**src/rtl/rv_pkg.sv**
```systemverilog
// Shared RV32I load/store encodings, MEM-stage FSM states and lane helpers.
// Imported by the MEM stage and the load formatter.
package rv_pkg;

  localparam logic [2:0] F3_B  = 3'b000;
  localparam logic [2:0] F3_H  = 3'b001;
  localparam logic [2:0] F3_W  = 3'b010;
  localparam logic [2:0] F3_BU = 3'b100;
  localparam logic [2:0] F3_HU = 3'b101;

  localparam logic [3:0] BE_NONE = 4'b0000;
  localparam logic [3:0] BE_BYTE = 4'b0001;
  localparam logic [3:0] BE_HALF = 4'b0011;
  localparam logic [3:0] BE_WORD = 4'b1111;

  typedef enum logic [1:0] {IDLE, REQ, WAIT, DONE} mem_state_t;

  // Unknown funct3 encodings are reported as misaligned so they raise a fault.
  function automatic logic is_misaligned(input logic [2:0] f3, input logic [1:0] off);
    case (f3)
      F3_B, F3_BU: return 1'b0;
      F3_H, F3_HU: return off[0];
      F3_W:        return (off != 2'b00);
      default:     return 1'b1;
    endcase
  endfunction

  function automatic logic [3:0] lane_be(input logic [2:0] f3, input logic [1:0] off);
    case (f3)
      F3_B, F3_BU: return BE_BYTE << off;
      F3_H, F3_HU: return BE_HALF << off;
      F3_W:        return BE_WORD;
      default:     return BE_NONE;
    endcase
  endfunction

  function automatic logic [31:0] store_wdata(input logic [2:0] f3, input logic [31:0] rs2);
    case (f3)
      F3_B:    return {4{rs2[7:0]}};
      F3_H:    return {2{rs2[15:0]}};
      default: return rs2;
    endcase
  endfunction

endpackage

```
**src/rtl/load_formatter.sv**
```systemverilog
// Extracts the addressed byte/half from a read word and sign- or zero-extends
// it according to funct3.
module load_formatter
  import rv_pkg::*;
(
  input  logic [31:0] i_rdata,
  input  logic [1:0]  i_offset,
  input  logic [2:0]  i_funct3,
  output logic [31:0] o_result
);

  logic [7:0]  w_byte;
  logic [15:0] w_half;

  always_comb begin
    case (i_offset)
      2'd0:    w_byte = i_rdata[7:0];
      2'd1:    w_byte = i_rdata[15:8];
      2'd2:    w_byte = i_rdata[23:16];
      default: w_byte = i_rdata[31:24];
    endcase
    w_half = i_offset[1] ? i_rdata[31:16] : i_rdata[15:0];

    case (i_funct3)
      F3_B:    o_result = {{24{w_byte[7]}}, w_byte};
      F3_H:    o_result = {{16{w_half[15]}}, w_half};
      F3_BU:   o_result = {24'h0, w_byte};
      F3_HU:   o_result = {16'h0, w_half};
      default: o_result = i_rdata;
    endcase
  end

endmodule

```
**src/rtl/mem_access_stage.sv**
```systemverilog
// MEM stage of the RV32I pipeline: runs one req/gnt/rvalid data-memory access
// per load/store, stalling upstream stages until the response arrives.
module mem_access_stage
  import rv_pkg::*;
#(
  parameter int ADDR_W = 32,
  parameter int DATA_W = 32
) (
  input  logic              clk,
  input  logic              rst_n,
  input  logic [31:0]       alu_out_i,
  input  logic [DATA_W-1:0] rdata2_i,
  input  logic              mem_read_i,
  input  logic              mem_write_i,
  input  logic [2:0]        funct3_i,
  input  logic              flush_i,
  output logic              dmem_req_o,
  output logic              dmem_we_o,
  output logic [ADDR_W-1:0] dmem_addr_o,
  output logic [3:0]        dmem_be_o,
  output logic [DATA_W-1:0] dmem_wdata_o,
  input  logic              dmem_gnt_i,
  input  logic              dmem_rvalid_i,
  input  logic [DATA_W-1:0] dmem_rdata_i,
  output logic              stall_o,
  output logic              fault_o,
  output logic [31:0]       result_o
);

  mem_state_t        r_state;
  logic              r_we;
  logic [ADDR_W-1:0] r_addr;
  logic [3:0]        r_be;
  logic [DATA_W-1:0] r_wdata;
  logic [2:0]        r_funct3;
  logic [1:0]        r_off;
  logic [31:0]       r_load_q;

  logic              w_op;
  logic              w_mis;
  logic              w_start;
  logic [ADDR_W-1:0] w_addr;
  logic [3:0]        w_be;
  logic [DATA_W-1:0] w_wdata;
  logic [31:0]       w_fmt;

  // rst_n gates the request path so every output holds its reset value while reset is asserted.
  assign w_op    = (mem_read_i | mem_write_i) & ~flush_i & rst_n;
  assign w_mis   = is_misaligned(funct3_i, alu_out_i[1:0]);
  assign w_start = (r_state == IDLE) & w_op & ~w_mis;
  assign w_addr  = {alu_out_i[ADDR_W-1:2], 2'b00};
  assign w_be    = lane_be(funct3_i, alu_out_i[1:0]);
  assign w_wdata = mem_write_i ? store_wdata(funct3_i, rdata2_i) : '0;

  load_formatter u_fmt (
    .i_rdata  (dmem_rdata_i),
    .i_offset (r_off),
    .i_funct3 (r_funct3),
    .o_result (w_fmt)
  );

  always_comb begin
    dmem_req_o   = 1'b0;
    dmem_we_o    = 1'b0;
    dmem_addr_o  = '0;
    dmem_be_o    = BE_NONE;
    dmem_wdata_o = '0;
    stall_o      = 1'b0;
    fault_o      = 1'b0;
    result_o     = alu_out_i;
    case (r_state)
      IDLE: begin
        if (w_start) begin
          dmem_req_o   = 1'b1;
          dmem_we_o    = mem_write_i;
          dmem_addr_o  = w_addr;
          dmem_be_o    = w_be;
          dmem_wdata_o = w_wdata;
          stall_o      = 1'b1;
        end else if (w_op) begin
          fault_o  = 1'b1;
          result_o = '0;
        end
      end
      REQ: begin
        dmem_req_o   = 1'b1;
        dmem_we_o    = r_we;
        dmem_addr_o  = r_addr;
        dmem_be_o    = r_be;
        dmem_wdata_o = r_wdata;
        stall_o      = 1'b1;
      end
      WAIT: stall_o = 1'b1;
      DONE: if (!r_we) result_o = r_load_q;
      default: ;
    endcase
  end

  // gnt takes priority over a same-cycle rvalid in REQ; the bus never sends both.
  always_ff @(posedge clk or negedge rst_n) begin
    if (!rst_n) begin
      r_state  <= IDLE;
      r_we     <= 1'b0;
      r_addr   <= '0;
      r_be     <= BE_NONE;
      r_wdata  <= '0;
      r_funct3 <= F3_B;
      r_off    <= 2'b00;
      r_load_q <= '0;
    end else begin
      case (r_state)
        IDLE: begin
          if (w_start) begin
            r_we     <= mem_write_i;
            r_addr   <= w_addr;
            r_be     <= w_be;
            r_wdata  <= w_wdata;
            r_funct3 <= funct3_i;
            r_off    <= alu_out_i[1:0];
            r_state  <= dmem_gnt_i ? WAIT : REQ;
          end
        end
        REQ: if (dmem_gnt_i) r_state <= WAIT;
        WAIT: begin
          if (dmem_rvalid_i) begin
            if (!r_we) r_load_q <= w_fmt;
            r_state <= DONE;
          end
        end
        DONE: r_state <= IDLE;
        default: r_state <= IDLE;
      endcase
    end
  end

endmodule

```
**config.mk**
```make
export PLATFORM = sky130hd
export DESIGN_NAME = mem_access_stage
export DESIGN_NICKNAME = d
export VERILOG_FILES = /design/src/rtl/rv_pkg.sv /design/src/rtl/load_formatter.sv /design/src/rtl/mem_access_stage.sv
export SDC_FILE = /design/constraint.sdc
export NUM_CORES = 1
export LEC_CHECK = 0
export CAP_MARGIN = 25
export CORE_ASPECT_RATIO = 0.7
export CORE_MARGIN = 10
export CORE_UTILIZATION = 25
export CTS_CLUSTER_DIAMETER = 120
export CTS_CLUSTER_SIZE = 16
export DETAILED_ROUTE_END_ITERATION = 10
export GPL_ROUTABILITY_DRIVEN = 0
export SYNTH_ARGS = -nofsm -noshare
export SYNTH_HDL_FRONTEND = slang
export SYNTH_HIERARCHICAL = 1
export SYNTH_SLANG_ARGS = --single-unit
```
**constraint.sdc**
```tcl
create_clock -name clk -period 3.22 [get_ports clk]
set_clock_uncertainty 0.15 [all_clocks]
set_input_delay 0.805 -clock clk [delete_from_list [all_inputs] [get_ports clk]]
set_output_delay 0.805 -clock clk [all_outputs]
set_load 0.02 [all_outputs]
```
# Word level (Yosys, flattened, before mapping)
# Cells that the tools add are included.
# word_totals
ff_bits	106
latchBits	0
ramBits	0
memories	0
rom_bits	0
out_inout_bits	104
# classes
eq_ne	15
mux	30
n_addsub	0
bitwise_logic	8
n_shift	2
reduce_logical	11
n_mul	0
n_div	0
magnitude_cmp	0
# ops
cell	count
$pmux W32 S2	4
$mux W32	6
$pmux W32 S4	1
$pmux W8 S3	1
$mux W16	1
$eq A3 B3 Y1 const B	4
$pmux W4 S3	1
$mux W2	4
$pmux W2 S4	1
$pmux W4 S2	1
$eq A2 B2 Y1 const B	3
$eq A3 B1 Y1 const B	2
$logic_not A3 Y1	2
$ne A2 B2 Y1 const B	3
$pmux W1 S2	3
$reduce_and A3 Y1	2
$reduce_or A2 Y1	3
$mux W1	5
$and A1 B1 Y1	4
$eq A2 B1 Y1 const B	2
$logic_not A2 Y1	2
$mux W4	1
$shl A1 B2 Y4 const A	1
$shl A2 B2 Y4 const A	1
other kinds (6)	8

# Longest topological paths before layout
# depth
ltp_word	7
depth_mapped	8

# By module
# Netlist, hierarchy kept.
# modules_own_cells
module	area_per_inst_um2	instances	cells_each	seq_area_each_um2
mem_access_stage	5774.3	1	683	2652.5
load_formatter	723.2	1	131	0.0

# Least setup slack after synthesis
# Ideal clock, no wire load.
# synth_path
path_kind	input to output
from	in funct3_i[2]
to	out dmem_wdata_o[10]
required_ns	2.265
n_path_buf	2
path_slack_ns	0.000
cell_stages	6
t_arrival_ns	2.265
path_cell_list	buf_2 > nor4_4 > o2111a_2 > nand2_1 > clkbuf_1 > o21ai_0
# synth_via
elab_chain_cells	7
# synth_rtl
item	line	text
start, declared	mem_access_stage.sv:15	input logic [2:0] funct3_i,
$eq A3 B1 Y1, or another cell as far along	rv_pkg.sv:20, rv_pkg.sv:38	
$reduce_or A2 Y1	rv_pkg.sv:20	case (f3)
$pmux W1 S3	rv_pkg.sv:20	
$not A1 Y1	mem_access_stage.sv:50	assign w_start = (r_state == IDLE) & w_op & ~w_mis;
$and A1 B1 Y1	mem_access_stage.sv:50	
$mux W32 *	mem_access_stage.sv:73	if (w_start) begin
$pmux W32 S2 *	mem_access_stage.sv:71	case (r_state)
end, declared	mem_access_stage.sv:21	output logic [DATA_W-1:0] dmem_wdata_o,
# Every way passes the cells marked *; elsewhere a longest branch is shown, timed or not.

# Worst setup path in the final report
# layout_path
from	in funct3_i[2]
to	out result_o[19]
# layout_via
elab_chain_cells	7
# layout_rtl
item	line	text
$eq A3 B1 Y1, or another cell as far along	rv_pkg.sv:20	
$reduce_or A2 Y1	rv_pkg.sv:20	
$pmux W1 S3 *	rv_pkg.sv:20	
$not A1 Y1 *	mem_access_stage.sv:50	
$and A1 B1 Y1 *	mem_access_stage.sv:50	
$mux W32 *	mem_access_stage.sv:73	
$pmux W32 S2 *	mem_access_stage.sv:71	
end, declared	mem_access_stage.sv:27	output logic [31:0] result_o
# Marked as above.

==> out/qor.csv <==
metric,value,unit
critPathArrivalTime,2370,ps
wl,28200,um
maxCapViolations,0,
yosysWarningCount,6,
drive_gt1_share,32.8,%
whs,326,ps
dieWidth,213,um
synthTopCellsByArea,"dfrtp_1 (41%), nand2_1 (18%), o21ai_0 (8.7%)",
maxSlewHeadroom,30.5,%
slowest_delay,330,ps
avgRoutedWirePerCell,19.9,um
cts_hold_buf,0,
crit_chain,"buf_6, nor4_4, buf_4, or2_4, nor4b_4, buf_6, buf_12, buf_16, buf_6, o21ai_2, buf_6",
rsz0062_at_grt,yes,
crit_fanout,7,
yosys.area.top_type,dfrtp_1,
num_rows,49,
die_area,32900,um2
syn_area,6500,um2
hp-class,register to register,
syn_area_per_cell,7.98,um2
period_minus_slack,3330,ps
intPower,4.99,mW
coreArea,25600,um2
synth_top_family_by_area,simple AND/OR/NAND/NOR gates,
violations,negative setup slack,
hold_depth,2,
synthArstFlopShare,100,%
cp_slowest_cell,nor4_4,
synth_edf_count,0,
yosys.area_share.xor_xnor,0,%
netlist_instances,814,
first_pass_iters,5,
synth_fa_ha_area_share,0.963,%
synth.distinct_cells,45,
status,finished with violations,
areaGrowthSynthToFinish,63.5,%
reg2reg_depth,4,
ant_nets,0,
power.total,8.81,mW
cp-end-kind,output port,
power_density,829,nW/um2
p_seq_share,27.5,%
dp_hpwl,19100,um
placed_area,9450,um2
total_leakage_power,5.03,nW
vias,6947,
switchingPower,3.81,mW
ys_dominant_reg_cell,dfrtp_1,
pwr-share-clk,13.9,%
ios,210,
setup_violations,13,
cpMostUsedCell,buf_6,
hold_violations,0,
grt_overflow,0,
clock_latency,370,ps
required,2260,ps
drt_iter0_drc,475,
synthDominantCellAreaShare,40.8,%
design_area,10600,um2
vias_per_cell,4.89,
drc,0,
fmax,300,MHz
critical_path.top_delay_family,buffers and inverters,
start_util,25.4,%
clock-root-buffer,clkbuf_16,
drv_slew,0,
synth_seq_area_share,40.8,%
swShare,43.3,%
clk_pin_slew,70,ps
worst_slew_pin_slew,1030,ps
grt_max_degree,69,
crit_type,input port to output port,
grt_pass1_wl,42000,um
comb_power_share,58.6,%
cts.sink_count,106,
cts_tree,built,
synthSimpleGateAreaFrac,24.1,%
clockBufferDepth,2,
cp.depth,11,
io_buffers,207,
yosys_register_bits,106,
nNetsFinal,1195,
die_h,155,um
utilization,41.5,%
cts.htree.levels,3,
synth_compound_area_share,19.0,%
worst-path-buf-inv,7,
vdd_drop_max,0.524,mV
synthMuxAreaShare,9.72,%
fillers,2551,
cts_inserted_buffers,9,
grt_pass1_vias,6785,
finalCritPeriodShare,103,%
finalWorstSetupSlack,-109,ps
antenna_found_initial,2,
grt.total_usage,16.6,%
critPathLaunchType,input port,
## power groups by stage
| stage | Clock (mW) | Sequential [mW] | Combinational [mW] |
|---|---|---|---|
| detailed placement | 0 | 2.42 | 4.63 |
| CTS | 1.27 | 2.41 | 4.82 |
| finish | 1.22 | 2.42 | 5.16 |
| floorplan | 0 | 2.23 | 2.71 |
| global placement | 0 | 2.41 | 4.59 |
| global route | 1.32 | 2.50 | 5.61 |
## placed cells by master, fill, tap and decap left out, types with 3 or more instances in the layout
master           instances
o21ai_1                  4
nand2b_1                 7
ha_1                     3
mux2_2                  33
o21ai_2                 29
mux2i_1                 21
a21oi_1                  3
nor3b_1                  4
dfrtp_1                106
buf_12                  14
o21ai_0                 59
nand3b_1                 3
nor2b_1                 22
a221o_1                  8
dlygate4sd2_1            3
mux2i_2                  5
nand2_1                302
nor2_1                   7
inv_1                    7
buf_4                   97
a21o_1                   3
a22oi_1                 38
buf_16                   4
buf_2                   32
nor3_1                   3
o21ai_4                 27
a22o_1                  15
buf_6                   73
clkdlybuf4s50_1         96
clkbuf_16               10
nand3_1                  3
## logic make-up after synthesis
logic type / after synthesis
buffers and inverters: 75
AND/OR/NAND/NOR: 368
flip-flops: 106
other: 1
adder cells (fa/ha/maj): 5
AO/OA/AOI/OAI: 200
multiplexers: 59
## synth_stat cells (2+ instances only)
cell        n
nor2b_1    23
a21oi_1     5
o21ai_0   113
a221o_1     8
o22ai_1     2
and2_1      3
clkbuf_1   42
nand2b_1    7
dfrtp_1   106
or2_2       2
buf_4       4
mux2i_1    26
clkbuf_2    3
nand2_1   305
buf_2      14
inv_1       7
o21bai_1    2
buf_6       4
nand3_1     3
nor3b_1     4
o21ai_1     6
nor3_1      3
or3_1       2
nand3b_1    3
a22o_1     16
ha_1        5
nor2_1      7
mux2_2     33
a22oi_1    38
a21o_1      3
## final timing paths
kind / start / to / slack [ps]
worst max register to register: r_funct3[1] / r_load_q[15] / 680
worst min register to register: r_addr[9] / r_addr[9] / 330
max in group asynchronous: rst_n / r_wdata[6] / 1190
min in group asynchronous: rst_n / r_addr[28] / 410
worst min-delay path: r_addr[9] / r_addr[9] / 330
worst max-delay path: funct3_i[2] / result_o[19] / -110
## metrics by stage
step | worst slack [ps] | instances | setup TNS (ps)
after floorplan | 0.344 | 815 | 0
after global placement | -873 | 1376 | -81430
after detailed placement | -931 | 1376 | -84580
after CTS | -143 | 1416 | -1970
after global routing | -204 | 1420 | -3660
final | -109 | 1421 | -874
## registers in the layout, summed over array words and instances (netlist names)
| register | flops |
|---|---|
| r_be | 4 |
| r_off | 2 |
| r_wdata | 32 |
| r_state | 2 |
| r_we | 1 |
| r_funct3 | 3 |
| r_addr | 30 |
| r_load_q | 32 |
## worst min-delay path, cell delays in order (launching register included)
cell and delay (ps):
dfrtp_1 350, nand2_1 50, nand2_1 50
## repair_timing
action,4_1_cts,5_1_grt
buffers inserted,21,5
endpoints found under the hold margin,0,0
pin swaps,34,30
gates cloned,7,1
gates resized for setup,641,115
endpoints found under the setup margin,101,93
## area by class of cell
type	count	area, um2	area share, %
clock buffers	9	225	2.12
diodes	2	5.00	0.0471
inverters	7	26.3	0.247
flip-flops and latches	106	2650	25.0
well taps	331	414	3.90
multi-input cells	634	4020	37.8
repair buffers	326	3200	30.1
clock inverters	6	90.1	0.848
## metal layers
layer | GRT usage [%] | wire length (um)
met1 | 23.7 | 13400
met4 | 3.97 | 409
met5 | 0 | 0
met2 | 24.0 | 12400
met3 | 4.50 | 2060
No activity file was read; power rests on OpenSTA's default activity.
